$ cat config.mk
export PLATFORM = sky130hd
export DESIGN_NAME = edusoc_lsu
export DESIGN_NICKNAME = d
export VERILOG_FILES = /design/src/rtl/edusoc_lsu.sv
export SDC_FILE = /design/constraint.sdc
export NUM_CORES = 1
export LEC_CHECK = 0
export ABC_AREA = 1
export BUFFER_PORTS_ARGS = -buffer_cell sky130_fd_sc_hd__clkbuf_2
export CAP_MARGIN = 20
export CELL_PAD_IN_SITES_DETAIL_PLACEMENT = 0
export CELL_PAD_IN_SITES_GLOBAL_PLACEMENT = 1
export CORE_MARGIN = 3
export CORE_UTILIZATION = 28
export CTS_CLUSTER_DIAMETER = 30
export DETAILED_ROUTE_END_ITERATION = 7
export GPL_TIMING_DRIVEN = 0
export PLACE_DENSITY = 0.71
export SYNTH_ARGS = -nofsm -noshare
export SYNTH_HDL_FRONTEND = slang
export SYNTH_SLANG_ARGS = --single-unit
$ cat constraint.sdc
create_clock -name clk -period 2.3 [get_ports clk]
set_clock_uncertainty 0.15 [all_clocks]
set_input_delay 0.46 -clock clk [delete_from_list [all_inputs] [get_ports clk]]
set_output_delay 0.46 -clock clk [all_outputs]
set_load 0.02 [all_outputs]
$ cat src/rtl/edusoc_lsu.sv
// edusoc_lsu: core-side load/store unit for the EduSoC data memory bus.
// Turns one CPU load/store into a single word-aligned bus transaction.
// Bus outputs are held stable for the whole wait. Load data is lane-extracted
// and sign- or zero-extended. Misaligned or illegal requests complete at once
// with an error, and a stalled bus aborts after TIMEOUT_CYCLES wait cycles.
module edusoc_lsu #(
    parameter int unsigned TIMEOUT_CYCLES = 255
) (
    input  logic        clk,
    input  logic        resn,
    input  logic        op_start,
    input  logic        op_we,
    input  logic [1:0]  op_size,
    input  logic        op_unsigned,
    input  logic [31:0] op_addr,
    input  logic [31:0] op_wdata,
    output logic        op_busy,
    output logic        op_done,
    output logic        op_err,
    output logic [31:0] op_rdata,
    output logic        mem_req,
    output logic        mem_we,
    output logic [3:0]  mem_be,
    output logic [31:0] mem_addr,
    output logic [31:0] mem_wdata,
    input  logic        mem_valid,
    input  logic [31:0] mem_rdata
);

    localparam logic [15:0] TO_LIMIT = 16'(TIMEOUT_CYCLES);

    typedef enum logic [1:0] {
        S_IDLE = 2'd0,
        S_WAIT = 2'd1,
        S_RESP = 2'd2
    } state_t;

    state_t      r_state;
    state_t      w_next;

    // Captured request and bus registers
    logic [15:0] r_cnt;
    logic [1:0]  r_size;
    logic [1:0]  r_lane;
    logic        r_uns;
    logic        r_we;
    logic [3:0]  r_be;
    logic [31:0] r_addr;
    logic [31:0] r_wdata;
    logic        r_err;
    logic [31:0] r_rdata;

    logic        w_illegal;
    logic        w_expire;
    logic [3:0]  w_be;
    logic [31:0] w_wdata;
    logic [7:0]  w_byte;
    logic [15:0] w_half;
    logic [31:0] w_load;

    // A zero limit disables the timeout; otherwise expire on the wait cycle
    // that would bring the counter up to the limit.
    assign w_expire = (TO_LIMIT != 16'd0) && ((r_cnt + 16'd1) == TO_LIMIT);

    // Flag illegal sizes and addresses not aligned to the access size
    always_comb begin
        w_illegal = 1'b0;
        case (op_size)
            2'b00:   w_illegal = 1'b0;
            2'b01:   w_illegal = op_addr[0];
            2'b10:   w_illegal = |op_addr[1:0];
            default: w_illegal = 1'b1;
        endcase
    end

    // Byte enables and lane-replicated write data for the incoming request
    always_comb begin
        w_be    = 4'b1111;
        w_wdata = op_wdata;
        case (op_size)
            2'b00: begin
                w_be    = 4'b0001 << op_addr[1:0];
                w_wdata = {4{op_wdata[7:0]}};
            end
            2'b01: begin
                w_be    = 4'b0011 << op_addr[1:0];
                w_wdata = {2{op_wdata[15:0]}};
            end
            default: begin
                w_be    = 4'b1111;
                w_wdata = op_wdata;
            end
        endcase
    end

    // Pick the addressed lane out of the response word and extend it
    always_comb begin
        case (r_lane)
            2'd0:    w_byte = mem_rdata[7:0];
            2'd1:    w_byte = mem_rdata[15:8];
            2'd2:    w_byte = mem_rdata[23:16];
            default: w_byte = mem_rdata[31:24];
        endcase
        w_half = r_lane[1] ? mem_rdata[31:16] : mem_rdata[15:0];
        case (r_size)
            2'b00:   w_load = {{24{~r_uns & w_byte[7]}}, w_byte};
            2'b01:   w_load = {{16{~r_uns & w_half[15]}}, w_half};
            default: w_load = mem_rdata;
        endcase
    end

    // State register
    always_ff @(posedge clk or negedge resn) begin
        if (!resn) begin
            r_state <= S_IDLE;
        end else begin
            r_state <= w_next;
        end
    end

    // Next-state: a response or an expiry ends the wait; RESP lasts one cycle
    always_comb begin
        w_next = r_state;
        case (r_state)
            S_IDLE: begin
                if (op_start) begin
                    w_next = w_illegal ? S_RESP : S_WAIT;
                end
            end
            S_WAIT: begin
                if (mem_valid || w_expire) begin
                    w_next = S_RESP;
                end
            end
            S_RESP:  w_next = S_IDLE;
            default: w_next = S_IDLE;
        endcase
    end

    // State-decoded outputs
    always_comb begin
        op_busy = (r_state != S_IDLE);
        op_done = (r_state == S_RESP);
        mem_req = (r_state == S_WAIT);
    end

    assign op_err    = r_err;
    assign op_rdata  = r_rdata;
    assign mem_we    = r_we;
    assign mem_be    = r_be;
    assign mem_addr  = r_addr;
    assign mem_wdata = r_wdata;

    // Capture the request on start, then resolve the completion result
    always_ff @(posedge clk or negedge resn) begin
        if (!resn) begin
            r_cnt   <= 16'd0;
            r_size  <= 2'b00;
            r_lane  <= 2'b00;
            r_uns   <= 1'b0;
            r_we    <= 1'b0;
            r_be    <= 4'b0000;
            r_addr  <= 32'd0;
            r_wdata <= 32'd0;
            r_err   <= 1'b0;
            r_rdata <= 32'd0;
        end else begin
            case (r_state)
                S_IDLE: begin
                    if (op_start) begin
                        if (w_illegal) begin
                            // Rejected before the bus sees anything
                            r_err   <= 1'b1;
                            r_rdata <= 32'd0;
                        end else begin
                            r_addr  <= {op_addr[31:2], 2'b00};
                            r_be    <= w_be;
                            r_wdata <= w_wdata;
                            r_we    <= op_we;
                            r_size  <= op_size;
                            r_lane  <= op_addr[1:0];
                            r_uns   <= op_unsigned;
                            r_cnt   <= 16'd0;
                        end
                    end
                end
                S_WAIT: begin
                    if (mem_valid) begin
                        // A response on the expiry cycle still counts as success
                        r_err   <= 1'b0;
                        r_rdata <= r_we ? 32'd0 : w_load;
                    end else if (w_expire) begin
                        r_err   <= 1'b1;
                        r_rdata <= 32'd0;
                    end else begin
                        r_cnt <= r_cnt + 16'd1;
                    end
                end
                default: begin
                    r_cnt <= r_cnt;
                end
            endcase
        end
    end

endmodule
==> results.json, run 1 <==
{
  "status": "completed",
  "setup_viol": 0,
  "finalCritPeriodShare_pct": 95.7,
  "critPathLaunchType": "flip-flop",
  "synthAdderAreaFrac_pct": 0.402,
  "dpl_cell_area_sq_um": 7640,
  "max_cap_violations": 0,
  "vias_per_cell": 4.66,
  "synth_compound_area_share_pct": 12.5,
  "hold_depth": 3,
  "p_leak_uw": 0.00454,
  "dr_total_vias": 6252,
  "rsz0062_at_grt": "true",
  "cts-htree-levels": 4,
  "numPortBuffers": 205,
  "finish.instance_area_sq_um": 8470,
  "initial_core_util_pct": 29.1,
  "timing.hold.worst.class": "in2reg",
  "synth_cell_types": 33,
  "wire_per_inst_microns": 15.7,
  "cts_tree": "yes",
  "synth_warnings": 0,
  "required_ns": 2.45,
  "grt_use_met3_pct": 5.01,
  "reg2reg_slack_ns": 0.1,
  "clk_pin_slew_ns": 0.07,
  "grt_usage_pct": 17.4,
  "setup_ws_ns": 0.0992,
  "worstRegToRegCells": 15,
  "grt_use_met2_pct": 26.7,
  "yosysSeqAreaShare_pct": 49.4,
  "synth_top_family_by_area": "simple AND/OR/NAND/NOR gates",
  "place_congestion": 0.876,
  "diodes": 0,
  "grtUsageMet1_pct": 24.3,
  "fmax_mhz": 454,
  "end_kind": "flip-flop",
  "path_max_fanout": 8,
  "antenna_found_initial": 1,
  "synth-xor-area-share_pct": 0.281,
  "min_from": "op_addr[22]",
  "wl_microns": 21100,
  "detail-route-antenna-nets": 0,
  "setup_tns_ns": 0,
  "die_w_microns": 155,
  "critPathKind": "reg2reg",
  "die-area_sq_um": 24100,
  "finalHoldViolations": 0,
  "cts_made_buffers": 17,
  "drt-initial-drc-count": 399,
  "nets": 1159,
  "power.total_uw": 10800,
  "period_minus_slack_ns": 2.20,
  "avgSynthCellArea_sq_um": 7.69,
  "drv_slew": 0,
  "firstDrtPassIters": 7,
  "place_ws_ns": -0.585,
  "core-area_sq_um": 21400,
  "dieHeight_microns": 155,
  "grt_pass1_vias": 6068,
  "rows": 53,
  "synth.area.mux_share_pct": 0,
  "timing.rr.start": "r_cnt[0]$_DFFE_PN0P_",
  "cts_sinks": 123,
  "grt_max_degree": 68,
  "synthCells": 810,
  "area_growth_pct": 36.0,
  "netlist_area_sq_um": 6230,
  "cts_buffer_depth": 2,
  "layout_common_cells": "nand2_1 (333), clkbuf_2 (206), dfrtp_1 (121), o21ai_0 (59), nor2_1 (41)",
  "grt_overflow": 0,
  "worst_ir_drop_vdd_mv": 0.466,
  "ys_ff_latch": 123,
  "worstReg2RegEnd": "op_rdata[22]$_DFFE_PN0P_",
  "synth_simple_gate_area_share_pct": 31.5,
  "worst_pin_slew_ns": 0.736,
  "grt_first_pass_wirelength_microns": 33500,
  "ios": 209,
  "maxSlewHeadroom_pct": 50.8,
  "drcViolationCount": 0,
  "p_per_area_nw_per_um2": 1280,
  "min_to": "mem_addr[22]$_DFFE_PN0P_",
  "root_buffer": "clkbuf_16",
  "dpl.hpwl_microns": 15700,
  "layout_commonest_cell": "nand2_1",
  "worstSkewPairLatency_ns": 0.41,
  "grt.busiest_layer": "met2",
  "critPathArrivalTime_ns": 2.35,
  "layout-drive-gt1-share_pct": 30.1
}
==> cells by family after synthesis <==
family / after synthesis
flops: 123
other cells: 1
simple gates: 465
xor+xnor: 2
fa+ha+maj: 2
buf+inv: 83
compound gates: 134
==> area by class of cell <==
class / count / area, sq um
fill: 2285 / 12900
sequential: 123 / 3080
multi-input combinational: 605 / 2870
timing repair buffer: 223 / 1240
clock buffer: 18 / 429
tap: 275 / 344
buffer: 40 / 224
inverter: 43 / 168
clock inverter: 14 / 113
==> Yosys cell counts, drive strengths merged <==
cell | count | area, sq um
nand4 | 8 | 50.1
nor3 | 2 | 10.0
o211ai | 34 | 260
nand3 | 42 | 228
o21bai | 3 | 22.5
a211oi | 1 | 7.51
inv | 41 | 154
nand2 | 353 | 1390
ha | 2 | 25.0
a22oi | 1 | 7.51
clkinv | 2 | 7.51
clkbuf | 24 | 90.1
conb | 1 | 3.75
xor2 | 1 | 8.76
or2 | 5 | 31.3
buf | 16 | 115
dfrtp | 123 | 3080
o21ai | 59 | 295
nand3b | 3 | 22.5
a21oi | 35 | 175
xnor2 | 1 | 8.76
nor2 | 52 | 228
o311ai | 1 | 8.76
==> power breakdown <==
group	switching [uW]	total, uW	internal (uW)
Clock	1090	2490	1400
Combinational	3120	4760	1640
Sequential	551	3560	3010
==> per-stage QoR <==
stage / cells / utilization [%] / hold WS (ns)
after floorplan: 811 / - / 0.0144
after global placement: 1291 / 35.5 / 0.310
after detailed placement: 1292 / 35.7 / 0.314
after CTS: 1329 / 38.5 / 0.0544
after global routing: 1341 / 39.6 / 0.0569
final: 1341 / 39.6 / 0.0755
==> registers in the layout (all words and copies together), names as in the netlist, 2 cells and up <==
name       cells
mem_be         4
r_lane         2
op_rdata      32
r_size         2
r_cnt         16
r_state        2
mem_addr      30
mem_wdata     32
==> repair_timing <==
action / in CTS / in global routing
cloned: 0 / 3
hold endpoints to repair: 56 / 0
hold buffers: 1 / 0
pin swaps: 2 / 13
gates resized for setup: 5 / 25
buffers inserted: 4 / 9
setup endpoints to repair: 79 / 56
==> worst max-delay path, stage by stage (launching register included) <==
cell	delay [ns]
dfrtp_1	0.41
ha_4	0.18
nand2_4	0.06
nor2_4	0.16
nand2_1	0.07
nand2_1	0.08
nand2_1	0.06
nor2_1	0.09
nand2_1	0.07
nor2_2	0.14
nand3_4	0.11
nand2_8	0.11
nand2_8	0.10
clkbuf_16	0.18
nand2_1	0.05
nand2_1	0.05
==> how the worst max path moves through the flow <==
| stage | start | endpoint | slack (ns) |
|---|---|---|---|
| 3_3_place_gp | resn | mem_wdata[22]$_DFFE_PN0P_ | -1.50 |
| 3_5_place_dp | op_addr[0] | mem_wdata[26]$_DFFE_PN0P_ | -0.59 |
| 2_1_floorplan | r_cnt[0]$_DFFE_PN0P_ | op_rdata[0]$_DFFE_PN0P_ | 0.24 |
| 5_1_grt | r_cnt[0]$_DFFE_PN0P_ | op_rdata[10]$_DFFE_PN0P_ | -0.02 |
| 4_1_cts | r_lane[1]$_DFFE_PN0P_ | op_rdata[27]$_DFFE_PN0P_ | 0.01 |
| 6_report | r_cnt[0]$_DFFE_PN0P_ | op_rdata[22]$_DFFE_PN0P_ | 0.1 |
==> metal layers <==
layer | vias to the layer above | part of all wire (%)
li1 | 3111 | -
met1 | 2908 | 46
met2 | 207 | 46
met3 | 24 | 7.2
met4 | 2 | 1.4
met5 | - | 0.062
(Power assumes the default switching activity.)
==> run 2: changes to the inputs <==
--- a/config.mk
+++ b/config.mk
@@ -8,14 +8,12 @@
 export ABC_AREA = 1
 export BUFFER_PORTS_ARGS = -buffer_cell sky130_fd_sc_hd__clkbuf_2
 export CAP_MARGIN = 20
-export CELL_PAD_IN_SITES_DETAIL_PLACEMENT = 0
-export CELL_PAD_IN_SITES_GLOBAL_PLACEMENT = 1
 export CORE_MARGIN = 3
 export CORE_UTILIZATION = 28
 export CTS_CLUSTER_DIAMETER = 30
 export DETAILED_ROUTE_END_ITERATION = 7
 export GPL_TIMING_DRIVEN = 0
-export PLACE_DENSITY = 0.71
+export PLACE_DENSITY = 0.56
 export SYNTH_ARGS = -nofsm -noshare
 export SYNTH_HDL_FRONTEND = slang
 export SYNTH_SLANG_ARGS = --single-unit
==> run 2 against run 1 <==
  * Power up 1.2%
  * Count of clock-buffer cells in the layout is 1 higher
  * Wire length decreased by 1.1%
  * Clock power up 9.2%
  * Critical endpoint is now op_rdata[5]$_DFFE_PN0P_
  * Largest cell class unchanged
  * Largest power group unchanged
  * Highest routed layer is now met4
==> results.json, run 2 (same netlist as run 1, synthesis figures left out) <==
{
  "cts_tree": "yes",
  "diodes": 0,
  "grt_usage_pct": 17.4,
  "cp_num_buf_inv": 1,
  "timing.hold.worst.class": "in2reg",
  "critPathKind": "reg2reg",
  "finalCritPeriodShare_pct": 96.5,
  "critPathLaunchType": "flip-flop",
  "worst_ir_drop_vdd_mv": 0.599,
  "wl_microns": 20900,
  "final_util_pct": 39.6,
  "grt_pass1_vias": 6179,
  "antenna_found_initial": 0,
  "rows": 53,
  "finalHoldViolations": 0,
  "layout-drive-gt1-share_pct": 31.2,
  "worstSkewPairLatency_ns": 0.42,
  "fmax_mhz": 451,
  "wire_per_inst_microns": 15.6,
  "setup_tns_ns": 0,
  "cts_sinks": 123,
  "detail-route-antenna-nets": 0,
  "grt_overflow": 0,
  "critPathArrivalTime_ns": 2.36,
  "layout_commonest_cell": "nand2_1",
  "nets": 1156,
  "numPortBuffers": 205,
  "area_growth_pct": 36.3,
  "die_w_microns": 155,
  "cts_buffer_depth": 2,
  "place_congestion": 0.885,
  "drcViolationCount": 0,
  "critPathTopFamily": "simple AND/OR/NAND/NOR gates",
  "cts_made_buffers": 17,
  "period_minus_slack_ns": 2.22,
  "end_kind": "flip-flop",
  "vias_per_cell": 4.69,
  "max_cap_violations": 0,
  "root_buffer": "clkbuf_16",
  "ios": 209,
  "cts-htree-levels": 4,
  "path_max_fanout": 10,
  "cp_common_cell": "nand2_1",
  "slowest_stage": "dfrtp_1",
  "drt-initial-drc-count": 442,
  "core-area_sq_um": 21400,
  "p_leak_uw": 0.00453,
  "cp_slowest_stage_delay_ns": 0.41,
  "worst_pin_slew_ns": 0.666,
  "grt_max_degree": 63,
  "crit_chain": "ha_4 -> nand2_4 -> nor2_4 -> nand2_1 -> nand2_1 -> nand2_1 -> nor2_1 -> nand2_1 -> nor2_2 -> nand3_4 -> nand2_8 -> nand2_8 -> buf_12 -> nand2_2 -> nand2_1",
  "grt_first_pass_wirelength_microns": 33500,
  "firstDrtPassIters": 5,
  "maxSlewHeadroom_pct": 55.4,
  "clk_pin_slew_ns": 0.06,
  "p_per_area_nw_per_um2": 1290,
  "dr_total_vias": 6271,
  "rsz0062_at_grt": "true",
  "initial_core_util_pct": 29.1,
  "required_ns": 2.44,
  "drv_slew": 0,
  "dpl.hpwl_microns": 15400,
  "status": "completed",
  "layout_common_cells": "nand2_1 (321), clkbuf_2 (209), dfrtp_1 (122), o21ai_0 (59), nor2_1 (41)",
  "setup_viol": 0,
  "dieHeight_microns": 155,
  "die-area_sq_um": 24100
}
[run 2: cell types whose count changed in the layout (fill, tap and decap cells not counted), moves of 3 or more]
cell      change
clkbuf_1      -3
clkbuf_2      +3
inv_6         -5
nand2_1      -12
nand2_2      +12
[run 2: final cells by class]
type / instances / area, sq um
fillers: 2242 / 12900
flip-flops and latches: 123 / 3080
multi-input cells: 605 / 2900
repair buffers: 220 / 1190
clock buffers: 19 / 443
well taps: 275 / 344
plain buffers: 40 / 228
inverters: 43 / 165
clock inverters: 13 / 144
[run 2: path summary, 6_finish.rpt]
kind                            cells after the start                     start                        end  slack [ns]
worst min register to register                      2  op_rdata[11]$_DFFE_PN0P_   op_rdata[11]$_DFFE_PN0P_        0.32
worst max register to register                     15      r_cnt[1]$_DFFE_PN0P_    op_rdata[5]$_DFFE_PN0P_        0.08
worst max-delay path                               15      r_cnt[1]$_DFFE_PN0P_    op_rdata[5]$_DFFE_PN0P_        0.08
max in group asynchronous                           3                      resn       r_cnt[0]$_DFFE_PN0P_        0.83
min in group asynchronous                           2                      resn  mem_wdata[21]$_DFFE_PN0P_        0.43
worst min-delay path                                3               op_addr[19]   mem_addr[19]$_DFFE_PN0P_        0.08
[run 2: worst min-delay path: stages]
cell and delay (ns):
clkbuf_2 0.07, nand2_1 0.04, nand2_1 0.04
[run 2: repair_timing]
action,4_1_cts,5_1_grt
gates cloned,0,1
setup buffers,1,11
hold endpoints to repair,61,0
hold buffers,1,0
resized for setup,7,40
pin swaps,0,5
endpoints found under the setup margin,104,72
[run 2: metal layers]
layer	wire length [microns]	share of wire, %	up-vias	GRT usage (%)
met5	0	0	-	0
met4	427	2.0	0	5.55
met3	1360	6.5	32	4.87
met2	9400	45	203	25.7
met1	9670	46	2932	24.5
li1	-	-	3104	-
[run 2: power breakdown]
group | total (uW) | switching, uW | internal (uW)
Clock | 2720 | 1090 | 1630
Combinational | 4650 | 3070 | 1580
Sequential | 3580 | 570 | 3010
Total | 10900 | 4730 | 6210
[run 2: metrics by stage]
stage | worst slack (ns) | instances | cell area [sq um] | power, uW | hold WS, ns
2_1_floorplan | 0.243 | 811 | 6230 | 6280 | 0.0144
3_3_place_gp | -1.51 | 1291 | 7600 | 7930 | 0.306
3_5_place_dp | -0.633 | 1292 | 7640 | 7980 | 0.313
4_1_cts | 0.0106 | 1326 | 8270 | 10800 | 0.0585
5_1_grt | -0.0465 | 1338 | 8490 | 11700 | 0.0722
6_report | 0.0816 | 1338 | 8490 | 10900 | 0.0782
